## config.mk

```make
export PLATFORM = sky130hd
export DESIGN_NAME = mem_arbiter
export DESIGN_NICKNAME = d
export VERILOG_FILES = /design/src/rtl/core_pkg.sv /design/src/rtl/rr_arb2.sv /design/src/rtl/mem_arbiter.sv
export SDC_FILE = /design/constraint.sdc
export NUM_CORES = 1
export LEC_CHECK = 0
export ABC_AREA = 1
export CAP_MARGIN = 10
export CORE_ASPECT_RATIO = 0.75
export CORE_MARGIN = 2
export CORE_UTILIZATION = 30
export CTS_CLUSTER_DIAMETER = 50
export DETAILED_ROUTE_END_ITERATION = 10
export GPL_ROUTABILITY_DRIVEN = 0
export GPL_TIMING_DRIVEN = 0
export PLACE_DENSITY = 0.62
export SYNTH_ARGS = -nofsm -noshare
export SYNTH_HDL_FRONTEND = slang
export SYNTH_SLANG_ARGS = --single-unit
export TNS_END_PERCENT = 50
```

## constraint.sdc

```tcl
create_clock -name clk -period 2.56 [get_ports clk]
set_input_delay 0.384 -clock clk [delete_from_list [all_inputs] [get_ports clk]]
set_output_delay 0.384 -clock clk [all_outputs]
set_load 0.005 [all_outputs]
```

## src/rtl/core_pkg.sv

```systemverilog
// Shared encodings for the memory arbiter: FSM states and requester ids.
package core_pkg;

   typedef enum logic [1:0] {
      ARB_IDLE    = 2'd0,
      ARB_MEM_REQ = 2'd1,
      ARB_MEM_REL = 2'd2,
      ARB_CLI_ACK = 2'd3
   } arb_state_t;

   localparam logic GNT_INST = 1'b0;
   localparam logic GNT_DATA = 1'b1;

endpackage

```

## src/rtl/rr_arb2.sv

```systemverilog
// Two-input round-robin picker. Purely combinational; the caller owns last_grant.
module rr_arb2
   import core_pkg::*;
(
   input  logic req_i,
   input  logic req_d,
   input  logic last_grant,
   output logic gnt_valid,
   output logic gnt_id
);

   // Single requester wins outright; on a tie the port that did not win last time goes.
   always_comb begin
      gnt_valid = req_i | req_d;
      gnt_id    = GNT_INST;
      if (req_i && req_d) begin
         gnt_id = ~last_grant;
      end else if (req_d) begin
         gnt_id = GNT_DATA;
      end
   end

endmodule

```

## src/rtl/mem_arbiter.sv

```systemverilog
// Shares one single-ported memory between the fetch unit and the load/store path.
// All three sides use a four-phase req/valid handshake; a watchdog aborts memory
// accesses that never answer and reports them through the requester's err flag.
//
//   state        | meaning
//   -------------+-----------------------------------------------------------
//   ARB_IDLE     | waiting for a request and for mem_valid to be low
//   ARB_MEM_REQ  | mem_req high, address/we/wdata held, watchdog running
//   ARB_MEM_REL  | mem_req dropped, waiting for the memory to drop mem_valid
//   ARB_CLI_ACK  | grantee's valid high until it drops its req
module mem_arbiter
   import core_pkg::*;
#(
   parameter int DATA_WIDTH = 32,
   parameter int TIMEOUT    = 255,
   parameter int CNT_WIDTH  = 8
) (
   input  logic                  clk,
   input  logic                  rst,
   input  logic                  inst_req,
   input  logic [DATA_WIDTH-1:0] inst_addr,
   output logic                  inst_valid,
   output logic [DATA_WIDTH-1:0] inst_data,
   output logic                  inst_err,
   input  logic                  data_req,
   input  logic                  data_we,
   input  logic [DATA_WIDTH-1:0] data_addr,
   input  logic [DATA_WIDTH-1:0] data_wdata,
   output logic                  data_valid,
   output logic [DATA_WIDTH-1:0] data_rdata,
   output logic                  data_err,
   output logic                  mem_req,
   output logic                  mem_we,
   output logic [DATA_WIDTH-1:0] mem_addr,
   output logic [DATA_WIDTH-1:0] mem_wdata,
   input  logic                  mem_valid,
   input  logic [DATA_WIDTH-1:0] mem_rdata
);

   localparam bit                   WDOG_EN  = (TIMEOUT != 0);
   localparam logic [CNT_WIDTH-1:0] CNT_LAST = CNT_WIDTH'(TIMEOUT - 1);

   arb_state_t            state;
   logic [CNT_WIDTH-1:0]  wdog_cnt;
   logic                  gnt_id_q;
   logic                  last_grant;
   logic [DATA_WIDTH-1:0] rdata_q;
   logic                  err_q;
   logic                  pick_valid;
   logic                  pick_id;
   logic                  gnt_req;

   rr_arb2 u_rr_arb2 (
      .req_i      (inst_req),
      .req_d      (data_req),
      .last_grant (last_grant),
      .gnt_valid  (pick_valid),
      .gnt_id     (pick_id)
   );

   assign gnt_req = (gnt_id_q == GNT_DATA) ? data_req : inst_req;

   // Arbitration FSM with registered memory-side and requester-side outputs.
   always_ff @(posedge clk or negedge rst) begin
      if (!rst) begin
         state      <= ARB_IDLE;
         wdog_cnt   <= '0;
         gnt_id_q   <= GNT_INST;
         last_grant <= GNT_DATA;
         rdata_q    <= '0;
         err_q      <= 1'b0;
         mem_req    <= 1'b0;
         mem_we     <= 1'b0;
         mem_addr   <= '0;
         mem_wdata  <= '0;
         inst_valid <= 1'b0;
         inst_data  <= '0;
         inst_err   <= 1'b0;
         data_valid <= 1'b0;
         data_rdata <= '0;
         data_err   <= 1'b0;
      end else begin
         case (state)
            ARB_IDLE: begin
               // A response still high here belongs to a transaction killed by reset.
               if (pick_valid && !mem_valid) begin
                  gnt_id_q   <= pick_id;
                  last_grant <= pick_id;
                  mem_req    <= 1'b1;
                  if (pick_id == GNT_DATA) begin
                     mem_addr  <= data_addr;
                     mem_we    <= data_we;
                     mem_wdata <= data_wdata;
                  end else begin
                     mem_addr  <= inst_addr;
                     mem_we    <= 1'b0;
                     mem_wdata <= '0;
                  end
                  state <= ARB_MEM_REQ;
               end
            end

            ARB_MEM_REQ: begin
               wdog_cnt <= wdog_cnt + 1'b1;
               // mem_valid is checked first so a response on the last cycle is not an error.
               if (mem_valid) begin
                  rdata_q <= mem_we ? '0 : mem_rdata;
                  err_q   <= 1'b0;
                  mem_req <= 1'b0;
                  state   <= ARB_MEM_REL;
               end else if (WDOG_EN && (wdog_cnt == CNT_LAST)) begin
                  rdata_q <= '0;
                  err_q   <= 1'b1;
                  mem_req <= 1'b0;
                  state   <= ARB_MEM_REL;
               end
            end

            ARB_MEM_REL: begin
               if (!mem_valid) begin
                  wdog_cnt <= '0;
                  if (gnt_id_q == GNT_DATA) begin
                     data_valid <= 1'b1;
                     data_rdata <= rdata_q;
                     data_err   <= err_q;
                  end else begin
                     inst_valid <= 1'b1;
                     inst_data  <= rdata_q;
                     inst_err   <= err_q;
                  end
                  state <= ARB_CLI_ACK;
               end
            end

            ARB_CLI_ACK: begin
               if (!gnt_req) begin
                  inst_valid <= 1'b0;
                  inst_data  <= '0;
                  inst_err   <= 1'b0;
                  data_valid <= 1'b0;
                  data_rdata <= '0;
                  data_err   <= 1'b0;
                  state      <= ARB_IDLE;
               end
            end

            default: state <= ARB_IDLE;
         endcase
      end
   end

endmodule
```

==> run summary <==
STATUS
----------------------------------------------------------------------------------
Run status .......................................................... complete, no violations

FLOORPLANNING
----------------------------------------------------------------------------------
Placeable core region ...............................................    24100 µm²
DIE AREA ............................................................    25900 µm²
Starting utilization of the core area ...............................        30.7%
Boundary pin count ..................................................          268
Height of the chip ..................................................       140 µm
Chip Width ..........................................................       185 µm
Row count ...........................................................           49

CTS
----------------------------------------------------------------------------------
TritonCTS clock tree ................................................        built
Clock sink total ....................................................          179
Maximum root-to-sink buffer count ...................................            2
Clock insertion delay at the later pin of the skew report ...........      0.43 ns
Maximum level of the CTS H-tree .....................................            4
Total clock buffers created by CTS ..................................           17
Resize count post-CTS ...............................................            0
Clock transition at the registers of the reported paths .............      0.08 ns
Buffer cell driving the clock tree root ............................. sky130_fd_sc_hd__clkbuf_16

PWR
----------------------------------------------------------------------------------
Power Density .......................................................  1160 nW/µm²
Static Leakage ......................................................      4.87 nW
VDD IR-drop max .....................................................   0.000516 V

STA
----------------------------------------------------------------------------------
Hold Slack ..........................................................     0.475 ns
Slew Limit Headroom .................................................        55.7%
Aggregate negative setup slack ......................................         0 ns
Slew of the pin with the lowest slew margin .........................     0.664 ns
Total count of hold-check failures in the final report ..............            0
Unrepaired setup endpoints after global routing .....................        false
Share of the cycle needed by the critical path after routing ........        74.2%
Maximum frequency from static timing analysis .......................    0.526 GHz
Final clock skew ....................................................    0.0175 ns
Final number of max-transition violations ...........................            0
Final number of setup-violating endpoints ...........................            0
Post-route minimum period ...........................................      1.90 ns

CELLS AND AREA
----------------------------------------------------------------------------------
Proportion of layout cells with a drive suffix above 1 ..............        6.74%
Seq. cell area ......................................................     4480 µm²
Signed area change from the synthesized netlist to the final layout .        50.5%
Antenna diodes ......................................................            0
NumNets Final .......................................................         1255
Post-Layout Cell Count ..............................................         1459
Area used by multi-input combinational logic ........................     2540 µm²
Filler cell count ...................................................         2364

LOGIC SYNTHESIS
----------------------------------------------------------------------------------
Post-synthesis sequential element count .............................          179
Number of library cell types mapped by synthesis ....................           25
Average cell area after synthesis ...................................     8.94 µm²
Net Count, Synth ....................................................          967
Mapped Cells ........................................................          827
Count of yosys warnings during synthesis ............................            0
Cell area after technology mapping ..................................     7400 µm²
Sequential element share of the synthesized area ....................        60.6%

ROUTE
----------------------------------------------------------------------------------
Routed via count ....................................................         6665
Avg Vias per Cell ...................................................         4.57
Post-route DRC ......................................................            0
Drt first pass iters ................................................            4
Final WL ............................................................     23500 µm
Detailed-route wire length per cell .................................      16.1 µm
Remaining number of nets flagged by the antenna check after routing .            0
Number of DRC markers in iteration 0 ................................          323

CRITICAL PATH
----------------------------------------------------------------------------------
Element type at the critical path start .............................    flip-flop
CP Data Arrival Time ................................................      2.18 ns
Maximum fanout along the worst path .................................           10
Crit Path Class .....................................................      reg2reg
Kind of capture point of the worst setup path .......................    flip-flop
Worst path required time ............................................      2.84 ns

PLACEMENT
----------------------------------------------------------------------------------
DPL Wire Length .....................................................     17500 µm
Post-Place Cells ....................................................         1426
Count of port buffers added during placement ........................          267

RUN
----------------------------------------------------------------------------------
Max Cap Viol ........................................................            0

GRT
----------------------------------------------------------------------------------
Wire length of the first global-routing pass ........................     37500 µm
Overall routing resource usage ......................................        18.6%
Number of global-route vias before repair ...........................         6707
Initial antenna violation count .....................................            0
Maximum number of pins on one net before global-route repair ........          117
Overall overflow remaining after global route .......................            0

MIN PATH
----------------------------------------------------------------------------------
Kind of path behind the tightest hold check .........................     in2async

layout by cell type (no fill, tap or decap), types with 16 or more instances in the layout:
master / count
sky130_fd_sc_hd__dfrtp_1: 178
sky130_fd_sc_hd__inv_1: 19
sky130_fd_sc_hd__o21ai_1: 79
sky130_fd_sc_hd__nand2_1: 300
sky130_fd_sc_hd__buf_2: 16
sky130_fd_sc_hd__clkdlybuf4s50_1: 266
sky130_fd_sc_hd__clkbuf_1: 22
sky130_fd_sc_hd__o21ai_0: 123
sky130_fd_sc_hd__nor2_1: 42
sky130_fd_sc_hd__clkbuf_16: 17
worst paths after layout:
| kind | from | end | slack [ns] | depth (start not counted) |
|---|---|---|---|---|
| max in group asynchronous | rst | mem_addr[25] | 1.09 | 3 |
| min in group clk | last_grant | last_grant | 0.48 | 2 |
| worst max register to register | state[0] | data_err | 0.66 | 6 |
| worst min-delay path | rst | mem_wdata[22] | 0.48 | 2 |
| worst max-delay path | state[0] | data_err | 0.66 | 6 |
| worst min register to register | last_grant | last_grant | 0.48 | 2 |
metrics by stage:
step                      setup slack [ns]  utilization (%)  cell area [µm²]  power (mW)
final                                0.660             46.2            11100        13.0
after global routing                 0.515             46.2            11100        13.9
after CTS                            0.651             46.2            11100        13.1
after detailed placement             0.317             43.6            10500        10.4
after global placement               -6.69             43.5            10500        10.3
after floorplan                       1.03                -             7400        7.06
critical path, stage by stage, from the launching register on:
cell,delay [ns]
sky130_fd_sc_hd__dfrtp_1,0.41
sky130_fd_sc_hd__ha_1,0.27
sky130_fd_sc_hd__inv_2,0.19
sky130_fd_sc_hd__o21ai_1,0.10
sky130_fd_sc_hd__nand3_2,0.14
sky130_fd_sc_hd__clkbuf_1,0.53
sky130_fd_sc_hd__o21ai_1,0.12
Yosys cell counts:
| cell type | count | area, µm² |
|---|---|---|
| sky130_fd_sc_hd__o21ai_0 | 123 | 616 |
| sky130_fd_sc_hd__nand3_2 | 1 | 10.0 |
| sky130_fd_sc_hd__xor2_1 | 2 | 17.5 |
| sky130_fd_sc_hd__buf_2 | 16 | 80.1 |
| sky130_fd_sc_hd__nor2_1 | 42 | 158 |
| sky130_fd_sc_hd__nor2_2 | 2 | 12.5 |
| sky130_fd_sc_hd__nand2_1 | 300 | 1130 |
| sky130_fd_sc_hd__clkbuf_2 | 1 | 5.00 |
| sky130_fd_sc_hd__nand2_2 | 1 | 6.26 |
| sky130_fd_sc_hd__inv_2 | 3 | 11.3 |
| sky130_fd_sc_hd__dfstp_2 | 1 | 26.3 |
| sky130_fd_sc_hd__o21bai_1 | 1 | 7.51 |
| sky130_fd_sc_hd__ha_1 | 6 | 75.1 |
| sky130_fd_sc_hd__dfrtp_1 | 178 | 4450 |
| sky130_fd_sc_hd__o21ai_1 | 79 | 395 |
| sky130_fd_sc_hd__a21oi_2 | 1 | 8.76 |
| sky130_fd_sc_hd__inv_1 | 19 | 71.3 |
| sky130_fd_sc_hd__nand4_1 | 4 | 25.0 |
| sky130_fd_sc_hd__nand4_2 | 1 | 12.5 |
| sky130_fd_sc_hd__nand3_1 | 8 | 40.0 |
| sky130_fd_sc_hd__buf_6 | 9 | 101 |
| sky130_fd_sc_hd__clkbuf_1 | 22 | 82.6 |
| sky130_fd_sc_hd__a21oi_1 | 1 | 5.00 |
| sky130_fd_sc_hd__o21ai_2 | 3 | 26.3 |
| sky130_fd_sc_hd__buf_4 | 3 | 22.5 |
flip-flops by register name, summed over array words and instances (netlist names), 2 cells and up:
name	count
data_rdata	32
state	2
mem_addr	32
rdata_q	32
wdog_cnt	8
inst_data	32
mem_wdata	32
power by group:
group / total (mW) / switching [mW] / internal [mW]
clock network: 2.65 / 1.32 / 1.33
registers: 4.78 / 0.721 / 4.06
logic: 5.52 / 2.71 / 2.81
total: 13.0 / 4.76 / 8.20
area by class of cell:
| cell class | count | share of cell area, % |
|---|---|---|
| Tap cell | 331 | 3.72 |
| Timing Repair Buffer | 269 | 24.4 |
| Buffer | 51 | 2.62 |
| Clock buffer | 17 | 3.82 |
| Multi-Input combinational cell | 575 | 22.8 |
| Clock inverter | 15 | 1.65 |
| Sequential cell | 179 | 40.2 |
| Inverter | 22 | 0.742 |
layer usage:
metal / part of all wire (%) / track usage [%] / up-vias
li1: - / - / 3270
met1: 49 / 26.6 / 3218
met2: 45 / 28.5 / 161
met3: 4.8 / 4.58 / 16
met4: 1.1 / 4.30 / 0
met5: 0 / 0 / -
what timing repair did:
action                     CTS  global route
buffers inserted             0             0
setup endpoints to repair    0             0
hold buffers                 1             0
hold endpoints to repair    63             0
kinds of logic (layout without fill, tap and decap cells):
family / after synthesis / in the layout / share of synthesized area, %
XOR/XNOR: 2 / 2 / 0.237
AND/OR/NAND/NOR: 359 / 359 / 18.8
AO/OA/AOI/OAI: 208 / 208 / 14.3
buffers and inverters: 73 / 374 / 5.06
adder cells (fa/ha/maj): 6 / 6 / 1.02
flip-flops: 179 / 179 / 60.6
Power figures use the tool's default switching activity.
